File: src/rtl/rr_x_in_arbiter_pkg.sv
// Shared definitions for the X_IN round-robin arbiter: size defaults, state encoding
// and the one-hot to binary helper used for grant_idx.
package rr_x_in_arbiter_pkg;

  localparam int unsigned IO_SIZE_DEFAULT = 5;
  localparam int unsigned IO_W_DEFAULT    = 3;

  localparam logic IDLE    = 1'b0;
  localparam logic GRANTED = 1'b1;

  typedef enum logic {
    StIdle    = IDLE,
    StGranted = GRANTED
  } state_e;

  // OR-ing the indices of set bits is exact for one-hot input and yields 0 for all-zero.
  function automatic int unsigned onehot_to_bin(input logic [31:0] onehot);
    int unsigned idx;
    idx = 0;
    for (int unsigned i = 0; i < 32; i++) begin
      if (onehot[i]) idx = idx | i;
    end
    return idx;
  endfunction

endpackage

File: src/rtl/rr_x_in_fpa.sv
// Combinational fixed-priority picker: the lowest set index of req_i wins.
module rr_x_in_fpa #(
  parameter int unsigned Width = 5
) (
  input  logic [0:Width-1] req_i,
  output logic [0:Width-1] gnt_o
);

  logic found;

  always_comb begin
    gnt_o = '0;
    found = 1'b0;
    for (int unsigned j = 0; j < Width; j++) begin
      if (req_i[j] && !found) begin
        gnt_o[j] = 1'b1;
        found    = 1'b1;
      end
    end
  end

endmodule

File: src/rtl/rr_x_in_arbiter.sv
// Round-robin arbiter for the router X_IN port with a registered one-hot grant.
// Define RR_X_IN_LOCK_EN to hold a grant while the granted requester keeps requesting.
module rr_x_in_arbiter
  import rr_x_in_arbiter_pkg::*;
#(
  parameter int unsigned IO_SIZE = IO_SIZE_DEFAULT,
  parameter int unsigned IO_w    = IO_W_DEFAULT
) (
  input  logic               clk,
  input  logic               rst,
  input  logic [0:IO_SIZE-1] request,
  input  logic               update,
  output logic [0:IO_SIZE-1] grant,
  output logic               grant_valid,
  output logic [IO_w-1:0]    grant_idx
);

  logic [0:IO_SIZE-1] mask;
  logic [0:IO_SIZE-1] req_masked;
  logic [0:IO_SIZE-1] gnt_masked;
  logic [0:IO_SIZE-1] gnt_raw;
  logic [0:IO_SIZE-1] arb_grant;
  logic [0:IO_SIZE-1] grant_d, grant_q;
  logic [IO_w-1:0]    idx_d, idx_q;
  logic [IO_w-1:0]    ptr_d, ptr_q;
  logic [31:0]        grant_oh;
  state_e             state_d, state_q;

  // Requesters at or above the pointer get first pick.
  always_comb begin
    mask = '0;
    for (int unsigned j = 0; j < IO_SIZE; j++) begin
      mask[j] = (IO_w'(j) >= ptr_q);
    end
  end

  assign req_masked = request & mask;

  rr_x_in_fpa #(
    .Width (IO_SIZE)
  ) u_fpa_masked (
    .req_i (req_masked),
    .gnt_o (gnt_masked)
  );

  rr_x_in_fpa #(
    .Width (IO_SIZE)
  ) u_fpa_raw (
    .req_i (request),
    .gnt_o (gnt_raw)
  );

  assign arb_grant = (|req_masked) ? gnt_masked : gnt_raw;

  always_comb begin
    grant_d = arb_grant;
`ifdef RR_X_IN_LOCK_EN
    // Packet lock: keep the current owner while its request line stays high.
    if ((state_q == StGranted) && (|(grant_q & request))) begin
      grant_d = grant_q;
    end
`endif

    state_d = state_q;
    unique case (state_q)
      StIdle:    if (|request) state_d = StGranted;
      StGranted: if (!(|grant_d)) state_d = StIdle;
      default:   state_d = StIdle;
    endcase

    grant_oh = '0;
    for (int unsigned j = 0; j < IO_SIZE; j++) begin
      grant_oh[j] = grant_d[j];
    end
    idx_d = IO_w'(onehot_to_bin(grant_oh));

    // Rotation keys off the grant currently presented, not the one being loaded.
    ptr_d = ptr_q;
    if (update && (state_q == StGranted)) begin
      ptr_d = (idx_q == IO_w'(IO_SIZE - 1)) ? '0 : idx_q + IO_w'(1);
    end
  end

  always_ff @(posedge clk or posedge rst) begin
    if (rst) begin
      state_q <= StIdle;
      grant_q <= '0;
      idx_q   <= '0;
      ptr_q   <= '0;
    end else begin
      state_q <= state_d;
      grant_q <= grant_d;
      idx_q   <= idx_d;
      ptr_q   <= ptr_d;
    end
  end

  assign grant       = grant_q;
  assign grant_valid = (state_q == StGranted);
  assign grant_idx   = idx_q;

endmodule
File: config.mk
export PLATFORM = sky130hd
export DESIGN_NAME = rr_x_in_arbiter
export DESIGN_NICKNAME = d
export VERILOG_FILES = /design/src/rtl/rr_x_in_arbiter_pkg.sv /design/src/rtl/rr_x_in_fpa.sv /design/src/rtl/rr_x_in_arbiter.sv
export SDC_FILE = /design/constraint.sdc
export NUM_CORES = 1
export LEC_CHECK = 0
export CAP_MARGIN = 40
export CORE_UTILIZATION = 29
export CTS_CLUSTER_DIAMETER = 30
export DETAILED_ROUTE_END_ITERATION = 16
export PLACE_DENSITY_LB_ADDON = 0.3
export SYNTH_ARGS = -nofsm -noshare
export SYNTH_HDL_FRONTEND = slang
export SYNTH_HIERARCHICAL = 1
export SYNTH_SLANG_ARGS = --single-unit
File: constraint.sdc
create_clock -name clk -period 5.98 [get_ports clk]
set_input_delay 1.495 -clock clk [delete_from_list [all_inputs] [get_ports clk]]
set_output_delay 1.495 -clock clk [all_outputs]
set_load 0.005 [all_outputs]
* Yosys cells after proc, flatten, opt, wreduce, memory -nomap -nowiden
Cells that the tools add are included.
Storage, ports and cells: word-level logic and storage cells 58, flip-flop bits (word level) 12, input bits 8, output and inout bits 9
Operators by class: reduce and logical (&&, ||, !) cells 20, mux-type cells 25, eq/ne operators 1, order comparisons 5, $add $sub $neg 1, bitwise logic cells 2
Operators with widths (count):
- $mux 1 | 19
- $reduce_or 5->1 | 3
- $logic_and 1x1->1 | 9
- $logic_not 1->1 | 8
- $ge 1x3->1 const A | 2
- $ge 2x3->1 const A | 2
- $mux 3 | 2
- $and 5x5->5 | 1
- $mux 5 | 1
- $mux 2 | 2
- $add 3x1->3 const B | 1
- $eq 3x3->1 const B | 1
- $ge 3x3->1 const A | 1
- $pmux 1 s2 | 1
- $not 1->1 | 1

* Depth between registers and ports, before layout
Gate-level depths: netlist (run 1).
depth in word-level cells 20, gate-level depth with buffers 8, depth with buffers taken out 8

* Cells and area by module
The synthesis (run 1) kept the hierarchy.
Modules (own cells, without submodules):
- rr_x_in_arbiter | sequential area each 275.3 um^2, instances 1, area an instance 610.6 um^2, cells each 61
- rr_x_in_fpa | sequential area each 0.0 um^2, instances 2, area an instance 55.1 um^2, cells each 6

* Least setup slack after synthesis (run 1)
No wires, ideal clock.
path type input port to flip-flop, from input request[0] (netlist bit), to register state_q, in the netlist grant_valid, stages on the path 6, setup time 132 ps, arrival time 2764 ps, required time 5848 ps, path slack 3084 ps, path buffers 0, cell sequence nor4b_1 -> nor2b_1 -> nor4b_1 -> nand2_1 -> nand2_1 -> mux2i_1
On the way: elaborated cells on any way between the ends 40, classes of those cells mux: 20; bitwise: 1; reduce/logical: 19
RTL lines:
- start, declared | line rr_x_in_arbiter.sv:11 | input logic [0:IO_SIZE-1] request,
- $and 5x5->5 | line rr_x_in_arbiter.sv:37 | assign req_masked = request & mask;
- $mux 1 | line rr_x_in_fpa.sv:15 | if (req_i[j] && !found) begin
- $logic_not 1->1 | line rr_x_in_fpa.sv:15
- $logic_and 1x1->1 | line rr_x_in_fpa.sv:15
- $mux 1 | line rr_x_in_fpa.sv:15
- named net gnt_masked (one bit) | line rr_x_in_arbiter.sv:20 | logic [0:IO_SIZE-1] gnt_masked;
- $mux 5 | line rr_x_in_arbiter.sv:53 | assign arb_grant = (|req_masked) ? gnt_masked : gnt_raw;
- $reduce_or 5->1 | line rr_x_in_arbiter.sv:67 | StGranted: if (!(|grant_d)) state_d = StIdle;
- $mux 1 | line rr_x_in_arbiter.sv:67
- $pmux 1 s2 | line rr_x_in_arbiter.sv:65 | unique case (state_q)
- named net state_d | line rr_x_in_arbiter.sv:27 | state_e state_d, state_q;
- end signal, assigned | line rr_x_in_arbiter.sv:86 | state_q <= StIdle;
- end signal, assigned | line rr_x_in_arbiter.sv:91 | state_q <= state_d;
- end, declared | line rr_x_in_arbiter.sv:27
The timed path passes the listed nets, and every way through them passes these cells. A chain may end at the register's enable or synchronous reset.

* Worst setup path in the final report (run 1)
from input request[0] (netlist bit), to register state_q, in the netlist grant_valid
On the way: elaborated cells on any way between the ends 40, classes of those cells mux: 20; bitwise: 1; reduce/logical: 19
RTL lines:
- $and 5x5->5 | line rr_x_in_arbiter.sv:37
- named net req_masked (one bit) | line rr_x_in_arbiter.sv:19 | logic [0:IO_SIZE-1] req_masked;
- $mux 1 | line rr_x_in_fpa.sv:15
- $logic_not 1->1 | line rr_x_in_fpa.sv:15
- $logic_and 1x1->1 | line rr_x_in_fpa.sv:15
- $mux 1 | line rr_x_in_fpa.sv:15
- named net gnt_masked (one bit) | line rr_x_in_arbiter.sv:20
- $mux 5 | line rr_x_in_arbiter.sv:53
- $reduce_or 5->1 | line rr_x_in_arbiter.sv:67
- $mux 1 | line rr_x_in_arbiter.sv:67
- $pmux 1 s2 | line rr_x_in_arbiter.sv:65
- named net state_d | line rr_x_in_arbiter.sv:27
The timed path passes the listed nets, and every way through them passes these cells.

==> summary.md, run 1 <==
| Metric | Value |
|---|---|
| Longest Clk Path Bufs | 2 |
| Maximum VDD drop | 0.247 mV |
| WHS Path Cells | 1 |
| Reg2reg path depth | 7 |
| Primary FF master, synth | dfrtp_1 |
| Mapped Area | around 700 um2 |
| CP max stage cell | clkdlybuf4s50_1 |
| Cell Pwr Density | 429 mW/mm2 |
| Hold-fix buffers, CTS | 0 |
| Maximum fanout along the worst path | 9 |
| Total power | 397 uW |
| Port bufs | 16 |
| Max cap viols | 0 |
| Commonest non-fill, non-tap cell in the layout | clkdlybuf4s50_1 |
| Crit. End Element | register |
| H-tree depth | 1 |
| TNS Setup | 0 ns |
| Setup Viol. Count Final | 0 |
| Initial Util | 31.7% |
| Via-per-instance ratio | 4.90 |
| Skew-Pair Late Insertion Delay | 0.26 ns |
| Final Hold Violating Endpoints | 0 |
| Clock skew | 0.00451 ns |
| Register area share after synthesis | a little under two fifths |
| Lkg Pwr | between 0.0003 and 0.0004 uW |
| CP required | just over 6 ns |
| Period utilization | a little over half |
| Data arrival, critical path | 3.34 ns |
| Worst setup SP type | input pin |
| CTS tree | yes |
| Syn avg cell area | 9.87 um2 |
| Routed WL | 1460 um |
| Vias in the first global route | 574 |
| Worst-path clk slew | roughly 0.070 ns |
| Synthesis-stage register bit count | 11 |
| Largest net degree at the start of global routing | 12 |
| Status | completed |
| Crit path largest cell delay | roughly 0.65 ns |
| Setup Buffers After CTS | 0 |
| Fin util | between 40% and 50% |
| Global-route wire length before repair | 2410 um |
| GRT Residual Overflow | 0 |
| Detail Route Antenna Nets | 0 |
| Wirelength per Cell | 12.3 um |
| Most frequent cells in the layout | clkdlybuf4s50_1 (16), dfrtp_1 (11), nor2_1 (8) |
| Clk root buf | clkbuf_4 |
| Yosys warns | 6 |
| Antenna violations before repair | 0 |
| DRC | 0 |
| Peak Freq | between 300 and 400 MHz |
| Crit Path Category | in -> reg |
| DR pass1 iterations | 4 |
| CTS resizes | 0 |
| Layout cells sized above 1 | 16.5% |
| Total CTS buffers | 3 |
| Routability cong. | 0.839 |
| Tmin final | 3.21 ns |
| Unrepaired setup endpoints after global routing | no |
| Worst slew pin tran | 0.584 ns |
| Fin. max-slew vios | 0 |
| Synth Net Count | 83 |
| Clock Sinks | 11 |
| Vias | 583 |
| Syn Inst Count | 73 |
| Tightest Hold Check Type | reg -> reg |
| Initial DRC count | 20 |
| Async S/R FF share, synth | 100% |
| Post-layout nets | 102 |
| Crit-path cells | clkdlybuf4s50_1 > nor4b_1 > buf_2 > nor2b_1 > nor4b_1 > nand2_1 > nand2_1 > mux2i_1 |
| HPWL Detailed | around 1100 um |
| Headroom to the max-slew limit | 61.0% |
| Diode count | 0 |
| Die X | slightly above 50 um |
| Overall Global Routing Usage | around an eighth |
| Die area | 0.00269 mm2 |
| CORE AREA | 0.00228 mm2 |
| Post-synth EDFFs | 0 |
| Area grow syn2layout | 28.3% |
| Ports | 17 |
| Num rows | 17 |
| Synth cell types | 23 |
| Die Ht | around 52 um |
[Yosys cell counts, types with 2 or more instances]
cell	number	area share (%)
dfrtp_1	11	38
nor2_1	8	4.2
inv_1	6	3.1
mux2_2	6	9.4
nand2_1	6	3.1
buf_4	3	3.1
mux2i_1	3	4.2
nand2b_1	3	2.6
nor2b_1	3	2.6
nor3b_1	3	3.1
nor4b_1	3	3.6
a211oi_1	2	2.1
a21oi_1	2	1.4
ha_1	2	3.5
nor4_2	2	3.5
nor4b_2	2	4.2
o21ai_0	2	1.4
[per-layer routing]
layer,routed length [um],vias up,GRT usage (%)
met2,681,13,19.0
li1,-,294,-
met5,0,-,0
met3,70,2,3.80
met4,14,0,4.05
met1,693,274,15.8
[logic make-up (layout without fill, tap and decap cells)]
group                    count (synthesis)  in the layout  synth area share [%]
AO/OA/AOI/OAI                           10             10                  10.2
flip-flops                              11             11                  38.2
multiplexers                             9              9                  13.5
adder cells (fa/ha/maj)                  2              2                  3.47
AND/OR/NAND/NOR                         32             32                  28.3
buffers and inverters                    9             27                  6.25
[path summary, 6_finish.rpt]
path                             from  slack, ns      endpoint
min                          ptr_q[0]       0.61      ptr_q[0]
min in group asynchronous         rst       1.51  grant_idx[1]
max                        request[0]       2.77   grant_valid
max reg2reg                  ptr_q[1]       4.16   grant_valid
min reg2reg                  ptr_q[0]       0.61      ptr_q[0]
max in group asynchronous         rst       4.18      grant[0]
[stage by stage]
step,cells,hold WS [ns],cell area [um2],worst slack (ns)
after CTS,119,0.608,925,2.78
final,119,0.612,925,2.77
after floorplan,73,0.536,721,3.08
after global placement,114,0.598,893,2.15
after global routing,119,0.653,925,2.59
after detailed placement,115,0.589,898,2.51
[area by class of cell]
class                   instances  area (um2)
fillers                       228        1350
flip-flops and latches         11         275
well taps                      28        35.0
inverters                       6        22.5
multi-input cells              53         400
clock buffers                   4        26.3
repair buffers                 17         165
[critical path, delay by kind of cell]
kind | cells | cell delay, ns
buffers and inverters | 2 | 0.89
multiplexers | 1 | 0.06
AND/OR/NAND/NOR | 5 | 0.89
[sequential cells by signal, summed over array words and instances, names as in the netlist]
| name | flops |
|---|---|
| grant_idx | 2 |
| ptr_q | 3 |
| grant | 5 |
| grant_valid | 1 |
[power by group]
part | internal (uW) | switching (uW) | total (uW) | leakage (uW)
registers | 108 | 34.2 | 142 | 0.000139
logic | 117 | 88.0 | 205 | 0.000233
clock network | 25.8 | 24.3 | 50.0 | 0.0000150
Note: power is estimated with default switching activity, not from simulation.
==> inputs of run 2 (changes only) <==
==> constraint.sdc (replaced) <==
create_clock -name clk -period 3 [get_ports clk]
set_input_delay 0.75 -clock clk [delete_from_list [all_inputs] [get_ports clk]]
set_output_delay 0.75 -clock clk [all_outputs]
set_load 0.005 [all_outputs]
==> run 2 against run 1 <==
  * Sequential power rose by 100%
  * Clock power increased by 110%
  * Cell count is 0.84% higher
  * Largest power group unchanged
  * Flip-flop and latch count is the same
  * Sequential share of layout area shrank 0.36 points
==> summary.md, run 2 (synthesis gave the netlist of run 1 again) <==
| Metric | Value |
|---|---|
| Setup Buffers After CTS | 0 |
| H-tree depth | 1 |
| Skew-Pair Late Insertion Delay | 0.27 ns |
| Maximum fanout along the worst path | 6 |
| Final Hold Violating Endpoints | 0 |
| HPWL Detailed | 1190 um |
| FF-to-FF Start | ptr_q[1] |
| Worst Hold End | ptr_q[0] |
| Post-layout nets | 103 |
| R2R Path End | grant_valid |
| Hold-fix buffers, CTS | 0 |
| Wirelength per Cell | 13.1 um |
| GRT Residual Overflow | 0 |
| Met2 routed WL | 786 um |
| Antenna violations before repair | 0 |
| Routability cong. | 0.912 |
| Register share of total power | 35.6% |
| Overall Global Routing Usage | 14.8% |
| Max cap viols | 0 |
| HP Start | ptr_q[0] |
| Status | completed |
| Critical path startpoint | request[1] |
| Clk root buf | clkbuf_4 |
| Clock Power Share | approximately 13% |
| Net Switching | 304 uW |
| FF-to-FF setup slack | 1.27 ns |
| Ports | 17 |
| DRC | 0 |
| Worst slew pin tran | 0.502 ns |
| Clock Sinks | 11 |
| CP required | 3.15 ns |
| CTS resizes | 0 |
| Max FFs per register | 5 |
| CORE AREA | 0.00228 mm2 |
| Tightest Hold Check Type | reg -> reg |
| Final worst setup slack | 0.678 ns |
| Cell Pwr Density | 860 mW/mm2 |
| Maximum VDD drop | 0.375 mV |
| Diode count | 0 |
| DP Worst Slack | 0.418 ns |
| Cell Count, Final, Fillers Out | 120 |
| Global-route wire length before repair | 2820 um |
| Crit. End Element | register |
| Reg2reg path depth | 7 |
| CTS tree | yes |
| Unrepaired setup endpoints after global routing | no |
| P_int | 501 uW |
| Lkg Pwr | 0.000394 uW |
| Initial Util | around a third |
| Fin. max-slew vios | 0 |
| Combinational Power Share | 51.6% |
| Die X | ~52 um |
| Die Ht | 51.9 um |
| Worst-path clk slew | about 0.070 ns |
| Setup Viol. Count Final | 0 |
| Die area | 0.00269 mm2 |
| Port bufs | 16 |
| Longest Clk Path Bufs | 2 |
| Routed WL | 1580 um |
| Vias | between 500 and 600 |
| Data arrival, critical path | 2.47 ns |
| Routed metal-1 wire length | ~670 um |
| Placed cells | 116 |
| TNS Setup | 0 ns |
| Initial DRC count | 16 |
| Layout cells sized above 1 | 18.5% |
| Headroom to the max-slew limit | 66.4% |
| Period utilization | 77.4% |
| Tmin final | 2.32 ns |
| Area grow syn2layout | 29.9% |
| WHS Path Cells | 1 |
| DR pass1 iterations | 4 |
| Clock skew | 0.00118 ns |
| Met3 WL | 90 um |
| Most frequent cells in the layout | clkdlybuf4s50_1 (16), dfrtp_1 (11), nor2_1 (8) |
| Worst setup SP type | input pin |
| Via-per-instance ratio | between 4 and 5 |
| Total CTS buffers | 3 |
| Largest net degree at the start of global routing | 12 |
| Placed instance area | about 910 um2 |
| Switch share | 37.7% |
| Crit Path Category | in -> reg |
| Peak Freq | 431 MHz |
| Vias in the first global route | 650 |
| Commonest non-fill, non-tap cell in the layout | clkdlybuf4s50_1 |
| Num rows | 17 |
| Fin util | between 40% and 50% |
| Detail Route Antenna Nets | 0 |
| Design area | about 940 um2 |
| Top routing layer in use | met4 |
-- run 2: changes by cell type in the layout (fill, tap and decap cells not counted) --
| cell | previous run | this run |
|---|---|---|
| buf_2 | 1 | 0 |
| buf_4 | 0 | 2 |
| clkinv_2 | 0 | 1 |
| clkbuf_1 | 1 | 0 |
-- run 2: final cells by class --
cell class                 count  area [um2]
fill                         217        1340
multi-input combinational     53         400
sequential                    11         275
timing repair buffer          18         175
tap                           28        35.0
clock buffer                   3        22.5
inverter                       6        22.5
clock inverter                 1        5.00
-- run 2: worst max path at each step --
stage                              to  depth (start not counted)
after floorplan           grant_valid                          6
after global placement    grant_valid                          7
after detailed placement  grant_valid                          7
after CTS                 grant_valid                          7
after global routing      grant_valid                          8
final                     grant_valid                          7
-- run 2: worst max-delay path, stage by stage --
cell	delay, ns
clkdlybuf4s50_1	0.60
nor3b_1	0.48
nor4_2	0.12
nor4b_1	0.31
nand2_1	0.08
nand2_1	0.06
mux2i_1	0.06
-- run 2: power groups by stage --
stage          Clock, uW  Sequential, uW  Combinational (uW)
2_1_floorplan          0             274                 265
3_3_place_gp           0             285                 412
3_5_place_dp           0             288                 412
4_1_cts              108             285                 417
5_1_grt              117             298                 464
6_report             103             287                 415
-- run 2: metal layers --
metal,global-route usage (%),vias up
li1,-,294
met1,16.7,282
met2,22.6,17
met3,5.56,4
met4,10.4,0
met5,0,-
-- run 2: per-stage QoR --
step                      hold WS, ns  total power [uW]
after floorplan                 0.536               539
after global placement          0.595               697
after detailed placement        0.593               700
after CTS                       0.610               810
after global routing            0.663               880
final                           0.614               805
==> inputs of run 3 (changes only) <==
==> constraint.sdc (replaced) <==
create_clock -name clk -period 2.4 [get_ports clk]
set_input_delay 0.6 -clock clk [delete_from_list [all_inputs] [get_ports clk]]
set_output_delay 0.6 -clock clk [all_outputs]
set_load 0.005 [all_outputs]
==> run 3 against run 2 <==
  * Clock power up 19%
  * Flip-flop and latch count did not move
  * Sequential power up 24%
  * Clock skew grew 0.0050 ns
  * Total power is 25% higher
  * Count of clock-buffer cells in the layout did not move
  * Hold slack worse by 0.0035 ns
  * Combinational power grew 28%
  * Critical path type unchanged
  * Largest cell class unchanged
  * Highest routed layer unchanged
==> summary.md, run 3 (synthesis gave the netlist of run 1 again) <==
| Metric | Value |
|---|---|
| Status | completed |
| Maximum fanout along the worst path | 3 |
| Worst slew pin tran | between 0.5 and 0.6 ns |
| CP max stage cell | clkdlybuf4s50_1 |
| Layout cells sized above 1 | about a fifth |
| Max FFs per register | 5 |
| Worst-path clk slew | 0.07 ns |
| Max cap viols | 0 |
| Detail Route Antenna Nets | 0 |
| Most frequent cells in the layout | clkdlybuf4s50_1 (16), dfrtp_1 (11), nor2_1 (8) |
| Clock Sinks | 11 |
| Ports | 17 |
| Diode count | 0 |
| Number of fill cells | 218 |
| Routed WL | 1500 um |
| CORE AREA | 0.00228 mm2 |
| CTS tree | yes |
| Tightest Hold Check Type | in -> async |
| Fin. max-slew vios | 0 |
| HPWL Detailed | 1170 um |
| Crit. End Element | register |
| Placed instance area | 931 um2 |
| Post-layout nets | 106 |
| Unrepaired setup endpoints after global routing | no |
| Crit Path Category | in -> reg |
| Maximum VDD drop | 0.545 mV |
| Wirelength per Cell | roughly 12 um |
| Port bufs | 16 |
| DR pass1 iterations | 4 |
| Final Hold Violating Endpoints | 0 |
| Crit-path cells | clkdlybuf4s50_1 > inv_1 > a211oi_1 > nor4_2 > nor4b_1 > nand2_1 > nand2_1 > mux2i_1 |
| Design area | 958 um2 |
| DRC | 0 |
| CTS resizes | 0 |
| Headroom to the max-slew limit | 66.1% |
| Die X | 51.9 um |
| Area grow syn2layout | 33.0% |
| Longest Clk Path Bufs | 2 |
| Worst setup SP type | input pin |
| Cell Pwr Density | 1050 mW/mm2 |
| Initial Util | about a third |
| Num rows | 17 |
| Lkg Pwr | approximately 0.0004 uW |
| GRT Residual Overflow | 0 |
| TNS Setup | 0 ns |
| Data arrival, critical path | ~2.2 ns |
| Initial DRC count | 15 |
| Die Ht | 51.9 um |
| Overall Global Routing Usage | 13.2% |
| Via-per-instance ratio | 4.86 |
| Setup Viol. Count Final | 0 |
| Tmin final | about 2.1 ns |
| Die area | 0.00269 mm2 |
| Period utilization | 87.1% |
| Setup Buffers After CTS | 0 |
| Commonest non-fill, non-tap cell in the layout | clkdlybuf4s50_1 |
| Crit path largest cell delay | approximately 0.50 ns |
| Vias in the first global route | approximately 600 |
| CP required | 2.54 ns |
| Peak Freq | 478 MHz |
| Worst Path Buf+Inv | 2 |
| Skew-Pair Late Insertion Delay | roughly 0.27 ns |
| Clock skew | ~0.0061 ns |
| Routability cong. | roughly 0.87 |
| Delay-heaviest family, CP | simple AND/OR/NAND/NOR gates |
| Antenna violations before repair | 0 |
| Largest net degree at the start of global routing | 12 |
| Total CTS buffers | 3 |
| H-tree depth | 1 |
| Global-route wire length before repair | 2620 um |
| Hold-fix buffers, CTS | 0 |
| Vias | 598 |
| Most used cell, CP | nand2_1 |
| Clk root buf | clkbuf_4 |
run 3: where the power goes:
part	leakage [uW]	internal [uW]	switching, uW
Clock	0.0000177	61.7	61.1
Combinational	0.000253	306	226
Sequential	0.000139	268	87.8
run 3: final timing paths:
check                      startpoint           to  slack, ns  cells after the start
setup / recovery           request[2]  grant_valid       0.31                      8
min in group clk             ptr_q[0]     ptr_q[0]       0.62                      1
max in group asynchronous         rst  grant_valid       1.50                      2
hold reg to reg              ptr_q[0]     ptr_q[0]       0.62                      1
hold / removal                    rst     grant[3]       0.61                      2
setup reg to reg             ptr_q[1]  grant_valid       0.66                      6
run 3: cell type report:
cell class | count | area, um2 | area share (%)
Multi-Input combinational cell | 53 | 400 | 41.8
Clock buffer | 3 | 22.5 | 2.35
Sequential cell | 11 | 275 | 28.7
Tap cell | 28 | 35.0 | 3.66
Clock inverter | 1 | 5.00 | 0.522
Inverter | 6 | 22.5 | 2.35
Timing Repair Buffer | 21 | 198 | 20.6
run 3: metal layers:
layer	share of wire, %	vias to the layer above	routed length (um)	track usage [%]
met2	48	17	713	20.5
met4	1.3	0	19	5.41
met1	46	281	685	16.9
met3	5.2	2	77	3.80
met5	0	-	0	0
li1	-	298	-	-
run 3: stage by stage:
step | total power (uW) | std cells | utilization [%] | hold WS [ns] | setup WS (ns)
2_1_floorplan | 673 | 73 | - | 0.452 | 0.399
3_3_place_gp | 881 | 119 | 40.9 | 0.590 | 0.149
3_5_place_dp | 885 | 119 | 40.9 | 0.595 | 0.0449
4_1_cts | 1020 | 123 | 42.1 | 0.612 | 0.325
5_1_grt | 1090 | 123 | 42.1 | 0.626 | 0.156
6_report | 1010 | 123 | 42.1 | 0.610 | 0.309
